[config.mk]
export PLATFORM = sky130hd
export DESIGN_NAME = adder10_seq
export DESIGN_NICKNAME = d
export VERILOG_FILES = /design/src/rtl/adder10_seq.sv
export SDC_FILE = /design/constraint.sdc
export NUM_CORES = 1
export LEC_CHECK = 0
export BUFFER_PORTS_ARGS = -buffer_cell sky130_fd_sc_hd__buf_2
export CORE_ASPECT_RATIO = 0.8
export CORE_UTILIZATION = 50
export CTS_CLUSTER_DIAMETER = 40
export DETAILED_ROUTE_END_ITERATION = 10
export GPL_TIMING_DRIVEN = 0
export PLACE_DENSITY_LB_ADDON = 0.15
export SYNTH_ARGS = -nofsm -noshare
export SYNTH_HDL_FRONTEND = slang
export SYNTH_HIERARCHICAL = 1
export SYNTH_SLANG_ARGS = --single-unit
[constraint.sdc]
create_clock -name Clk -period 4.6 [get_ports Clk]
set_clock_uncertainty 0.15 [all_clocks]
set_input_delay 0.23 -clock Clk [delete_from_list [all_inputs] [get_ports Clk]]
set_output_delay 0.23 -clock Clk [all_outputs]
set_load 0.1 [all_outputs]
[src/rtl/adder10_seq.sv]
// adder10_seq: sequential 10-bit adder that time-multiplexes one 5-bit ripple
// adder (Adder5) over two cycles, low half first, then high half.
//
// Ports:
//   Clk    in   rising-edge clock
//   Reset  in   asynchronous active-high reset
//   Start  in   request a new add (accepted in IDLE or DONE)
//   A, B   in   10-bit operands, captured on Start acceptance
//   Cin    in   carry-in, captured on Start acceptance
//   Busy   out  high in LOW and HIGH
//   Done   out  one-cycle pulse when Sum/Cout hold the new result
//   Sum    out  registered 10-bit result
//   Cout   out  registered carry out of bit 9
//   Ovf    out  registered two's-complement overflow
//               (only when ADDER10_SIGNED_OVF_EN is defined)
//
// Parameter CLEAR_ON_START: 1 clears Sum/Cout(/Ovf) when a Start is accepted,
// 0 holds the previous result until it is overwritten.
// Optional feature macro: ADDER10_SIGNED_OVF_EN.

module adder10_seq #(
    parameter bit CLEAR_ON_START = 1'b0
) (
    input  logic       Clk,
    input  logic       Reset,
    input  logic       Start,
    input  logic [9:0] A,
    input  logic [9:0] B,
    input  logic       Cin,
    output logic       Busy,
    output logic       Done,
    output logic [9:0] Sum,
`ifdef ADDER10_SIGNED_OVF_EN
    output logic       Cout,
    output logic       Ovf
`else
    output logic       Cout
`endif
);

    localparam int unsigned W  = 10;
    localparam int unsigned HW = 5;

    typedef enum logic [1:0] {IDLE, LOW, HIGH, DONE} state_e;

    state_e          state_q, state_d;
    logic [W-1:0]    a_q, a_d;
    logic [W-1:0]    b_q, b_d;
    logic            cin_q, cin_d;
    logic            carry_q, carry_d;
    logic [W-1:0]    sum_q, sum_d;
    logic            cout_q, cout_d;
    logic            busy_q, busy_d;
    logic            done_q, done_d;
    logic            accept;
`ifdef ADDER10_SIGNED_OVF_EN
    logic            ovf_q, ovf_d;
    logic            c9;
`endif

    logic [HW-1:0]   add_a, add_b, add_s;
    logic            add_ci, add_co;

    // Adder operand mux: high half in HIGH, low half otherwise.
    always_comb begin
        add_a  = a_q[HW-1:0];
        add_b  = b_q[HW-1:0];
        add_ci = cin_q;
        if (state_q == HIGH) begin
            add_a  = a_q[W-1:HW];
            add_b  = b_q[W-1:HW];
            add_ci = carry_q;
        end
    end

    Adder5 u_adder5 (
        .A    (add_a),
        .B    (add_b),
        .Cin  (add_ci),
        .Sum  (add_s),
        .Cout (add_co)
    );

`ifdef ADDER10_SIGNED_OVF_EN
    // Carry into bit 9 recovered from the bit-9 sum: c9 = a9 ^ b9 ^ s9.
    assign c9 = a_q[W-1] ^ b_q[W-1] ^ add_s[HW-1];
`endif

    // Next-state, datapath and output decode.
    always_comb begin
        state_d = state_q;
        a_d     = a_q;
        b_d     = b_q;
        cin_d   = cin_q;
        carry_d = carry_q;
        sum_d   = sum_q;
        cout_d  = cout_q;
        accept  = 1'b0;
`ifdef ADDER10_SIGNED_OVF_EN
        ovf_d   = ovf_q;
`endif
        case (state_q)
            IDLE: begin
                if (Start) begin
                    accept  = 1'b1;
                    state_d = LOW;
                end
            end
            LOW: begin
                sum_d[HW-1:0] = add_s;
                carry_d       = add_co;
                state_d       = HIGH;
            end
            HIGH: begin
                sum_d[W-1:HW] = add_s;
                cout_d        = add_co;
`ifdef ADDER10_SIGNED_OVF_EN
                ovf_d         = c9 ^ add_co;
`endif
                state_d       = DONE;
            end
            DONE: begin
                if (Start) begin
                    accept  = 1'b1;
                    state_d = LOW;
                end else begin
                    state_d = IDLE;
                end
            end
            default: state_d = IDLE;
        endcase

        if (accept) begin
            a_d   = A;
            b_d   = B;
            cin_d = Cin;
            if (CLEAR_ON_START) begin
                sum_d  = '0;
                cout_d = 1'b0;
`ifdef ADDER10_SIGNED_OVF_EN
                ovf_d  = 1'b0;
`endif
            end
        end

        busy_d = (state_d == LOW) || (state_d == HIGH);
        done_d = (state_d == DONE);
    end

    // State and datapath registers.
    always_ff @(posedge Clk or posedge Reset) begin
        if (Reset) begin
            state_q <= IDLE;
            a_q     <= '0;
            b_q     <= '0;
            cin_q   <= 1'b0;
            carry_q <= 1'b0;
            sum_q   <= '0;
            cout_q  <= 1'b0;
            busy_q  <= 1'b0;
            done_q  <= 1'b0;
`ifdef ADDER10_SIGNED_OVF_EN
            ovf_q   <= 1'b0;
`endif
        end else begin
            state_q <= state_d;
            a_q     <= a_d;
            b_q     <= b_d;
            cin_q   <= cin_d;
            carry_q <= carry_d;
            sum_q   <= sum_d;
            cout_q  <= cout_d;
            busy_q  <= busy_d;
            done_q  <= done_d;
`ifdef ADDER10_SIGNED_OVF_EN
            ovf_q   <= ovf_d;
`endif
        end
    end

    assign Busy = busy_q;
    assign Done = done_q;
    assign Sum  = sum_q;
    assign Cout = cout_q;
`ifdef ADDER10_SIGNED_OVF_EN
    assign Ovf  = ovf_q;
`endif

endmodule

// Adder5: 5-bit ripple-carry adder.
//   A, B in 5-bit operands; Cin in carry-in; Sum out 5-bit sum; Cout out carry.
module Adder5 (
    input  logic [4:0] A,
    input  logic [4:0] B,
    input  logic       Cin,
    output logic [4:0] Sum,
    output logic       Cout
);

    logic [5:0] c;

    // Full-adder chain.
    always_comb begin
        c    = '0;
        Sum  = '0;
        c[0] = Cin;
        for (int i = 0; i < 5; i++) begin
            Sum[i]   = A[i] ^ B[i] ^ c[i];
            c[i + 1] = (A[i] & B[i]) | (c[i] & (A[i] ^ B[i]));
        end
        Cout = c[5];
    end

endmodule

==> results.yml <==
worst_setup_path:
  crit_family: "adder cells"
  crit_required_ps: 4670
  worstSetupEndpointType: "flip-flop"
  cp_slowest_stage_delay_ps: 420
  crit_path_start_kind: "flip-flop"
  cp.arrival_ps: 3850
  worstPathCellList: "inv_1 -> ha_1 -> buf_6 -> buf_6 -> mux2_2 -> fa_1 -> inv_1 -> fa_1 -> inv_1 -> fa_1 -> fa_1 -> inv_1 -> fa_1 -> inv_1 -> mux2_2"
  cpMaxStageDelayCell: "dfrtp_1"
  worstSetupPathType: "flip-flop to flip-flop"
  path_buf_inv: 7
  cp_max_fo: 10
grt:
  grt_max_degree: 38
  grt_antenna_before_repair: 0
  track_usage_pct: 19.4
  grt_pass1_wl_um: 5320
  grt_pass1_vias: 1115
  grt_overflow: 0
die:
  ios: 37
  die_area_sq_um: 3840
  core_sq_um: 3420
  start_util_pct: 52.4
  die_height_um: 55.6
  die_w_um: 69.0
  row_count: 19
synthesis:
  synth_top_family_by_area: "multiplexers"
  ys_warn_count: 6
  synthDistinctLibCells: 14
  syn_inst: 113
  synth_mux_area_share_pct: 31.8
  ys_seq_area_share_pct: 51.6
  synth-simple-area-share_pct: 0.976
  synth_nets: 146
  synth-seq-cells: 37
  synth-compound-area-share_pct: 0.906
  synth_area_per_cell_sq_um: 15.9
  syn-cell-area_sq_um: 1800
  synthXorXnorAreaFrac_pct: 0.488
  synth_fa_ha_area_share_pct: 8.36
final_layout:
  multiInputGateArea_sq_um: 763
  fill_cells: 266
  syn_to_final_growth_pct: 20.0
  final_cell_mix: "37 x dfrtp_1, 37 x buf_2, 24 x mux2_2, 20 x mux2_4, 12 x inv_1"
  layout-drive-gt1-share_pct: 60.1
  fin_nets: 190
  antenna_cells: 0
  layout.area.seq_sq_um: 926
clock_network:
  h-tree-depth: 2
  cts_buffers: 5
  root_buffer: "clkbuf_8"
  clock_latency_ps: 280
  cts_tree: "built"
  clk_pin_slew_ps: 70
  cts-resized-gates: 0
  cts_max_path_buffers: 2
  cts.sinks: 37
timing:
  max_slew.worst_pin.slew_ps: 769
  rsz0062_at_grt: "no"
  fmax_ghz: 0.265
  max_slew_margin_pct: 48.7
  hold_viol_final: 0
  tns_ps: 0
  finalCritPeriodShare_pct: 82.0
  period_needed_ps: 3770
  final-setup-viol-count: 0
  finalMaxSlewViolations: 0
placed_design:
  hpwl_um: 2200
  io_buffers: 36
  place.gp.congestion: 0.752
worst_hold_path:
  hold_path_class: "input pin to flip-flop"
route:
  vias: 999
  finalWirelength_um: 3080
  dr.pass1.iters: 4
  drc: 0
  antenna_left: 0
  wl_per_cell_um: 15.4
  viasPerCell: 5.00
  drt-initial-drc-count: 43
job:
  maxCapViolCount: 0
run_status:
  outcome: "finished clean"
[cell type report]
type                    count  share of cell area (%)
repair buffers             37                    8.83
plain buffers               5                    2.67
well taps                  42                    2.44
inverters                  13                    2.26
multi-input cells          58                    35.4
clock buffers               7                    4.01
flip-flops and latches     37                    43.0
clock inverters             1                    1.39
[logic make-up after synthesis]
family          count (synthesis)
simple gates                    2
buf+inv                        18
flops                          37
compound gates                  2
mux                            44
fa+ha+maj                       9
xor+xnor                        1
[layer usage]
layer | wire length (um) | part of all wire, % | up-vias | track usage, %
met2 | 1470 | 48 | 23 | 30.4
met5 | 0 | 0 | - | 0
met1 | 1430 | 46 | 508 | 25.2
li1 | - | - | 464 | -
met4 | 30 | 0.97 | 0 | 5.54
met3 | 149 | 4.8 | 4 | 6.76
[registers in the layout, indices dropped and copies added (netlist names)]
| signal | count |
|---|---|
| state_q | 2 |
| Cout | 1 |
| b_q | 10 |
| Done | 1 |
| a_q | 10 |
| carry_q | 1 |
| Busy | 1 |
| cin_q | 1 |
| Sum | 10 |
[through the flow]
stage,hold WS (ps),setup slack [ps],cells,cell area [sq um],utilization (%)
after floorplan,228,1100,113,1800,-
after global placement,311,892,191,2030,59.2
after detailed placement,314,831,191,2030,59.2
after CTS,16.2,802,199,2140,62.6
after global routing,12.0,597,200,2150,62.9
final,22.4,828,200,2150,62.9
[final timing paths]
path,start,end,slack (ps),cells past startpoint
worst max-delay path,state_q[0],Sum[9],830,15
worst min-delay path,B[2],b_q[2],20,2
worst max register to register,state_q[0],Sum[9],830,15
worst min register to register,Sum[8],Sum[8],350,1
max in group asynchronous,Reset,b_q[0],3330,3
min in group asynchronous,Reset,b_q[9],480,3
[cell usage after synthesis, drive strengths merged]
cell	n	area [sq um]
mux2	44	571
xor2	1	8.76
buf	5	57.6
nor2	1	3.75
dfrtp	37	926
nor2b	1	13.8
fa	5	100
a21oi	1	8.76
a211oi	1	7.51
inv	13	48.8
ha	4	50.1
[repair_timing]
action                                  CTS  global route
endpoints found under the setup margin    0             0
setup buffers                             0             0
hold endpoints to repair                  0            11
hold buffers                              0             1
Power is left out: the tool's default activity adds up to more than one toggle a clock period on the data nets, which glitch-free logic cannot reach.
